### config.mk
export PLATFORM = sky130hd
export DESIGN_NAME = dma_cfg_arbiter
export DESIGN_NICKNAME = d
export VERILOG_FILES = /design/src/rtl/dma_cfg_arb_pkg.sv /design/src/rtl/dma_cfg_arbiter_rr_pick.sv /design/src/rtl/dma_cfg_arbiter.sv
export SDC_FILE = /design/constraint.sdc
export NUM_CORES = 1
export LEC_CHECK = 0
export ABC_AREA = 1
export CAP_MARGIN = 20
export CORE_AREA = 2 2 329 331
export CTS_BUF_LIST = sky130_fd_sc_hd__clkbuf_16
export DETAILED_ROUTE_END_ITERATION = 10
export DIE_AREA = 0 0 331 333
export SYNTH_ARGS = -nofsm -noshare
export SYNTH_HDL_FRONTEND = slang
export SYNTH_SLANG_ARGS = --single-unit
export TNS_END_PERCENT = 30
### constraint.sdc
create_clock -name clk_i -period 22 [get_ports clk_i]
set_input_delay 3.3 -clock clk_i [delete_from_list [all_inputs] [get_ports clk_i]]
set_output_delay 3.3 -clock clk_i [all_outputs]
set_load 0.1 [all_outputs]
### src/rtl/dma_cfg_arb_pkg.sv
// Shared types for the DMA config-port arbiter: FSM states, request and
// response records, and the default requester count.
package dma_cfg_arb_pkg;

   // Local copy of ariane_soc::NrDmaMasters so this slice elaborates on its own.
   localparam int unsigned NrDmaMasters = 4;

   // Widest address/data the stored request/response records can hold.
   localparam int unsigned CfgAddrWidth = 64;
   localparam int unsigned CfgDataWidth = 64;

   typedef enum logic [1:0] {IDLE, ISSUE, WAIT, RESP} arb_state_e;

   typedef struct packed {
      logic [CfgAddrWidth-1:0]   addr;
      logic                      we;
      logic [CfgDataWidth-1:0]   wdata;
      logic [CfgDataWidth/8-1:0] be;
   } cfg_req_t;

   typedef struct packed {
      logic [CfgDataWidth-1:0] rdata;
      logic                    err;
   } cfg_rsp_t;

   // Index width that stays legal for a count of one.
   function automatic int unsigned idx_w(input int unsigned n);
      return (n > 1) ? $clog2(n) : 1;
   endfunction

endpackage

### src/rtl/dma_cfg_arbiter_rr_pick.sv
// Round-robin priority selector: first set request at or after ptr, wrapping.
module rr_pick import dma_cfg_arb_pkg::*; #(
   parameter int unsigned NumReq = 4,
   parameter int unsigned IdxW   = idx_w(NumReq)
) (
   input  logic [NumReq-1:0] req,
   input  logic [IdxW-1:0]   ptr,
   output logic [NumReq-1:0] gnt,
   output logic [IdxW-1:0]   idx,
   output logic              any
);

   // Walk the requests starting at ptr; the first one found owns the grant.
   always_comb begin
      logic [IdxW-1:0] j;
      gnt = '0;
      idx = '0;
      any = 1'b0;
      j   = '0;
      for (int unsigned k = 0; k < NumReq; k++) begin
         j = IdxW'((32'(ptr) + k) % NumReq);
         if (!any && req[j]) begin
            any    = 1'b1;
            gnt[j] = 1'b1;
            idx    = j;
         end
      end
   end

endmodule

### src/rtl/dma_cfg_arbiter.sv
// Shares one single-beat config port between NumReq requesters, round-robin,
// one transaction in flight, with a watchdog that errors out hung accesses.
module dma_cfg_arbiter import dma_cfg_arb_pkg::*; #(
   parameter int unsigned NumReq        = NrDmaMasters,
   parameter int unsigned AddrWidth     = 64,   // at most CfgAddrWidth
   parameter int unsigned DataWidth     = 64,   // at most CfgDataWidth
   parameter int unsigned TimeoutCycles = 1024  // 0 disables the watchdog
) (
   input  logic                                clk_i,
   input  logic                                rst_i,
   input  logic [NumReq-1:0]                   req_valid_i,
   output logic [NumReq-1:0]                   req_ready_o,
   input  logic [NumReq-1:0][AddrWidth-1:0]    req_addr_i,
   input  logic [NumReq-1:0]                   req_we_i,
   input  logic [NumReq-1:0][DataWidth-1:0]    req_wdata_i,
   input  logic [NumReq-1:0][DataWidth/8-1:0]  req_be_i,
   output logic [NumReq-1:0]                   rsp_valid_o,
   output logic [DataWidth-1:0]                rsp_rdata_o,
   output logic                                rsp_err_o,
   output logic                                out_valid_o,
   input  logic                                out_ready_i,
   output logic [AddrWidth-1:0]                out_addr_o,
   output logic                                out_we_o,
   output logic [DataWidth-1:0]                out_wdata_o,
   output logic [DataWidth/8-1:0]              out_be_o,
   input  logic                                down_rsp_valid_i,
   input  logic [DataWidth-1:0]                down_rsp_rdata_i,
   input  logic                                down_rsp_err_i,
   output logic                                timeout_o
);

   localparam int unsigned IdxW = idx_w(NumReq);
   localparam int unsigned CntW = idx_w(TimeoutCycles);

   arb_state_e        state;
   logic [IdxW-1:0]   ptr;
   logic [IdxW-1:0]   gidx;
   cfg_req_t          lat;
   cfg_rsp_t          cap;
   logic [CntW-1:0]   cnt;
   logic [NumReq-1:0] win_gnt;
   logic [IdxW-1:0]   win_idx;
   logic              win_any;
   logic              to_hit;

   rr_pick #(
      .NumReq (NumReq),
      .IdxW   (IdxW)
   ) u_pick (
      .req (req_valid_i),
      .ptr (ptr),
      .gnt (win_gnt),
      .idx (win_idx),
      .any (win_any)
   );

   // Grant is offered only while idle, and never while reset is held.
   assign req_ready_o = (state == IDLE && !rst_i) ? win_gnt : '0;

   // Last allowed response-wait cycle; a response arriving in it still wins.
   assign to_hit = (TimeoutCycles != 0) && (cnt == CntW'(TimeoutCycles - 1));

   assign out_addr_o  = lat.addr[AddrWidth-1:0];
   assign out_we_o    = lat.we;
   assign out_wdata_o = lat.wdata[DataWidth-1:0];
   assign out_be_o    = lat.be[DataWidth/8-1:0];
   assign rsp_rdata_o = cap.rdata[DataWidth-1:0];
   assign rsp_err_o   = cap.err;

   // Arbitration FSM; all strobes are registered, so they land one cycle
   // after the event that causes them. Responses outside WAIT are ignored.
   always_ff @(posedge clk_i or posedge rst_i) begin
      if (rst_i) begin
         state       <= IDLE;
         ptr         <= '0;
         gidx        <= '0;
         lat         <= '0;
         cap         <= '0;
         cnt         <= '0;
         out_valid_o <= 1'b0;
         rsp_valid_o <= '0;
         timeout_o   <= 1'b0;
      end else begin
         rsp_valid_o <= '0;
         timeout_o   <= 1'b0;
         unique case (state)
            IDLE: begin
               if (win_any) begin
                  gidx        <= win_idx;
                  lat.addr    <= CfgAddrWidth'(req_addr_i[win_idx]);
                  lat.we      <= req_we_i[win_idx];
                  lat.wdata   <= CfgDataWidth'(req_wdata_i[win_idx]);
                  lat.be      <= (CfgDataWidth/8)'(req_be_i[win_idx]);
                  out_valid_o <= 1'b1;
                  state       <= ISSUE;
               end
            end
            ISSUE: begin
               if (out_ready_i) begin
                  out_valid_o <= 1'b0;
                  cnt         <= '0;
                  state       <= WAIT;
               end
            end
            WAIT: begin
               cnt <= cnt + 1'b1;
               if (down_rsp_valid_i) begin
                  cap.rdata   <= CfgDataWidth'(down_rsp_rdata_i);
                  cap.err     <= down_rsp_err_i;
                  rsp_valid_o <= NumReq'(1) << gidx;
                  state       <= RESP;
               end else if (to_hit) begin
                  cap.rdata   <= '0;
                  cap.err     <= 1'b1;
                  timeout_o   <= 1'b1;
                  rsp_valid_o <= NumReq'(1) << gidx;
                  state       <= RESP;
               end
            end
            RESP: begin
               ptr   <= (gidx == IdxW'(NumReq - 1)) ? '0 : gidx + 1'b1;
               state <= IDLE;
            end
            default: state <= IDLE;
         endcase
      end
   end

endmodule

==> flow_metrics.tcl <==
set metrics [dict create \
    grt_max_degree 232 \
    postRouteWirelength_um 72100 \
    cp_data_arrival_time_ps 6060 \
    cp.required_ps 18700 \
    worst_setup_hold_path_clk_slew_ps 60 \
    endpoint_kind "output port" \
    synth_top_flop_cell "sky130_fd_sc_hd__dfrtp_1" \
    result_of_the_run "complete, no violations" \
    replace_congestion 0.923 \
    synth_cell_types 38 \
    globalRoute.totalOverflow 0 \
    max_stage_delay_ps 1130 \
    setup.worst_path.class "in2out" \
    setup.worst_path.start_class "input pin" \
    cts_htree_levels 1 \
    area_fraction_of_the_dominant_cell_type_after_synthesis_pct 38.8 \
    antenna_violations_before_repair 10 \
    synth-edff-count 0 \
    ys_async_sr_fraction_pct 100 \
    worstReg2RegStart "ptr[0]$_DFFE_PP0N_" \
    synth.largest_area_cell "sky130_fd_sc_hd__dfrtp_1" \
    synth_seq_cells 224 \
    number_of_buffer_cells_added_on_primary_ports 832 \
    drt_iter0_drc 842 \
    finalSetupViolCount 0 \
    cts.path.max_buffers 3 \
    grt_use_met2_pct 20.9 \
    fin_worst_hold_slack_ps 473 \
    row_count 120 \
    layout_filler_cell_count 11879 \
    ant_nets_after_route 0 \
    most_used_standard_cell_by_instance_count_after_synthesis "sky130_fd_sc_hd__nand2_1" \
    rsz_0062_raised_after_global_routing "false" \
    clock_insertion_delay_worst_skew_ps 610 \
    cts.sink_count 224 \
    syn-mean-instance-area_um2 6.86 \
    groute.usage.overall_pct 12.3 \
    drive_gt1_share_pct 3.26 \
    met3_usage_pct 3.76 \
    post_cts_repair_timing_setup_buffer_count 0 \
    route.vias.total 16414 \
    route.detailed.vias_per_inst 3.83 \
    ioPinCount 833 \
    synth_area_um2 14500 \
    cts_tree "built" \
    yosysSeqAreaShare_pct 38.8 \
    finalHoldViolations 0 \
    area_growth_pct 73.2 \
    crit_slowest_cell "sky130_fd_sc_hd__clkdlybuf4s50_1" \
    via_count_of_the_first_global_routing_pass 15824 \
    timing.critical_path.fanout_max 6 \
    final_max_slew_viol_count 0 \
    start_util_pct 13.6 \
    yosys-top-cells-area "sky130_fd_sc_hd__dfrtp_1, sky130_fd_sc_hd__nand2_1, sky130_fd_sc_hd__nand3_1" \
    floorplan.die_area_um2 110000 \
    globalRoute.busiestLayer "met2" \
    core_um2 107000 \
    post_cts_hold_buffer_count 0 \
    synth.cells.most_frequent "sky130_fd_sc_hd__nand2_1, sky130_fd_sc_hd__inv_1, sky130_fd_sc_hd__nand3_1, sky130_fd_sc_hd__dfrtp_1, sky130_fd_sc_hd__o211ai_1" \
    worst_hold_startpoint "out_addr_o[59]$_DFFE_PP0P_" \
    synth.yosys.warnings 0 \
    tightestPinTransition_ps 1140 \
    drt-pass1-iter-count 5 \
    timing.max_cap.violations 0 \
    hold_class "reg2reg" \
    slew_headroom_pct 23.8 \
    critPathLaunch "req_valid_i[1]" \
    final_worst_path_cycle_share_pct 42.5 \
    die-width_um 331 \
    max_freq_mhz 107 \
    worst_skew_ps 12.0 \
    use_met1_pct 15.0 \
    cts_resized 0 \
    detail_route.wl_per_cell_um 16.8 \
    fin_nets 3496 \
    setup_tns_ps 0 \
    finalCriticalPeriod_ps 9360 \
    height_of_the_die_um 333 \
    cts_made_buffers 29 \
    worstPathCellList "clkdlybuf4s50_1 > nand2_1 > nand2_1 > nand2_2 > nand2_2 > inv_4 > nand2_1 > nor2_1 > a21oi_1 > o21ai_0 > nand2_1 > inv_1 > clkdlybuf4s50_1" \
    clk_root_buffer_cell "sky130_fd_sc_hd__clkbuf_16" \
    synth_fp_nets 2746 \
    detailedPlacementHpwl_um 55800 \
    synth_cells 2108 \
    drc_errors 0 \
    worst_path_most_repeated_cell "sky130_fd_sc_hd__nand2_1" \
    first_pass_grt_wire_length_um 102000 \
]
## per-stage QoR
stage / std cells / area [um^2] / util (%) / setup slack, ps
2_1_floorplan: 2108 / 14500 / - / 12570
3_3_place_gp: 4229 / 24100 / 22.6 / 12620
3_5_place_dp: 4229 / 24100 / 22.6 / 12670
4_1_cts: 4282 / 25000 / 23.5 / 12660
5_1_grt: 4287 / 25000 / 23.5 / 12470
6_report: 4287 / 25000 / 23.5 / 12640
## state kept, by name (all words and copies together), names as in the netlist
signal       flops
out_wdata_o     64
out_we_o         1
ptr              2
rsp_rdata_o     64
out_addr_o      64
gidx             2
out_valid_o      1
rsp_valid_o      4
timeout_o        1
out_be_o         8
cnt             10
rsp_err_o        1
state            2
## cell usage in the layout, fill, tap and decap left out, types with 2 or more instances in the layout
master	count
sky130_fd_sc_hd__ha_1	17
sky130_fd_sc_hd__nand2_4	3
sky130_fd_sc_hd__buf_4	23
sky130_fd_sc_hd__inv_1	421
sky130_fd_sc_hd__nor3_1	5
sky130_fd_sc_hd__or2_2	12
sky130_fd_sc_hd__or2_1	72
sky130_fd_sc_hd__clkbuf_16	29
sky130_fd_sc_hd__a22o_1	64
sky130_fd_sc_hd__nand2_1	612
sky130_fd_sc_hd__clkdlybuf4s50_1	827
sky130_fd_sc_hd__clkinv_2	3
sky130_fd_sc_hd__nand3_2	2
sky130_fd_sc_hd__bufinv_16	3
sky130_fd_sc_hd__o21ai_0	13
sky130_fd_sc_hd__nand3_1	394
sky130_fd_sc_hd__diode_2	4
sky130_fd_sc_hd__buf_12	2
sky130_fd_sc_hd__nor2_1	17
sky130_fd_sc_hd__nand2_2	3
sky130_fd_sc_hd__a21oi_1	13
sky130_fd_sc_hd__inv_2	3
sky130_fd_sc_hd__dfrtp_1	224
sky130_fd_sc_hd__clkinv_1	10
sky130_fd_sc_hd__nor2_4	3
sky130_fd_sc_hd__o211ai_1	84
sky130_fd_sc_hd__o22ai_1	3
## final cells by class
| cell class | count | area (um^2) | share of cell area, % |
|---|---|---|---|
| antenna | 4 | 10.0 | 0.0400 |
| clock inverter | 24 | 193 | 0.770 |
| tap | 1403 | 1760 | 7.01 |
| inverter | 420 | 1590 | 6.34 |
| timing repair buffer | 852 | 8490 | 33.9 |
| clock buffer | 29 | 726 | 2.90 |
| multi-input combinational | 1331 | 6670 | 26.6 |
| sequential | 224 | 5610 | 22.4 |
## layer usage
metal | vias to the layer above | part of all wire, %
met5 | - | 0.080
met4 | 8 | 2.5
met3 | 80 | 8.9
met2 | 642 | 47
met1 | 7591 | 41
li1 | 8093 | -
## path summary, 6_finish.rpt
path | slack (ps) | endpoint | depth (start not counted)
max in group asynchronous | 16530 | out_wdata_o[62]$_DFFE_PP0P_ | 4
min | 470 | out_addr_o[59]$_DFFE_PP0P_ | 2
min reg2reg | 470 | out_addr_o[59]$_DFFE_PP0P_ | 2
max reg2reg | 17460 | out_addr_o[42]$_DFFE_PP0P_ | 16
min in group asynchronous | 3300 | out_addr_o[47]$_DFFE_PP0P_ | 2
max | 12640 | req_ready_o[3] | 13
## cell families (layout without fill, tap and decap cells)
group,after synthesis,count (layout),share of synthesized area [%]
other,0,4,0
AND/OR/NAND/NOR,1127,1127,34.5
adder cells (fa/ha/maj),17,17,1.47
XOR/XNOR,1,1,0.0606
flip-flops,224,224,38.8
buffers and inverters,553,1325,15.4
AO/OA/AOI/OAI,186,186,9.75
## worst max-delay path, delay by kind of cell
family,cells,cell delay [ps]
buffers and inverters,4,1770
AND/OR/NAND/NOR,7,780
AO/OA/AOI/OAI,2,200
Power is left out: the tool's default activity adds up to more than one toggle a clock period on the data nets, which glitch-free logic cannot reach.
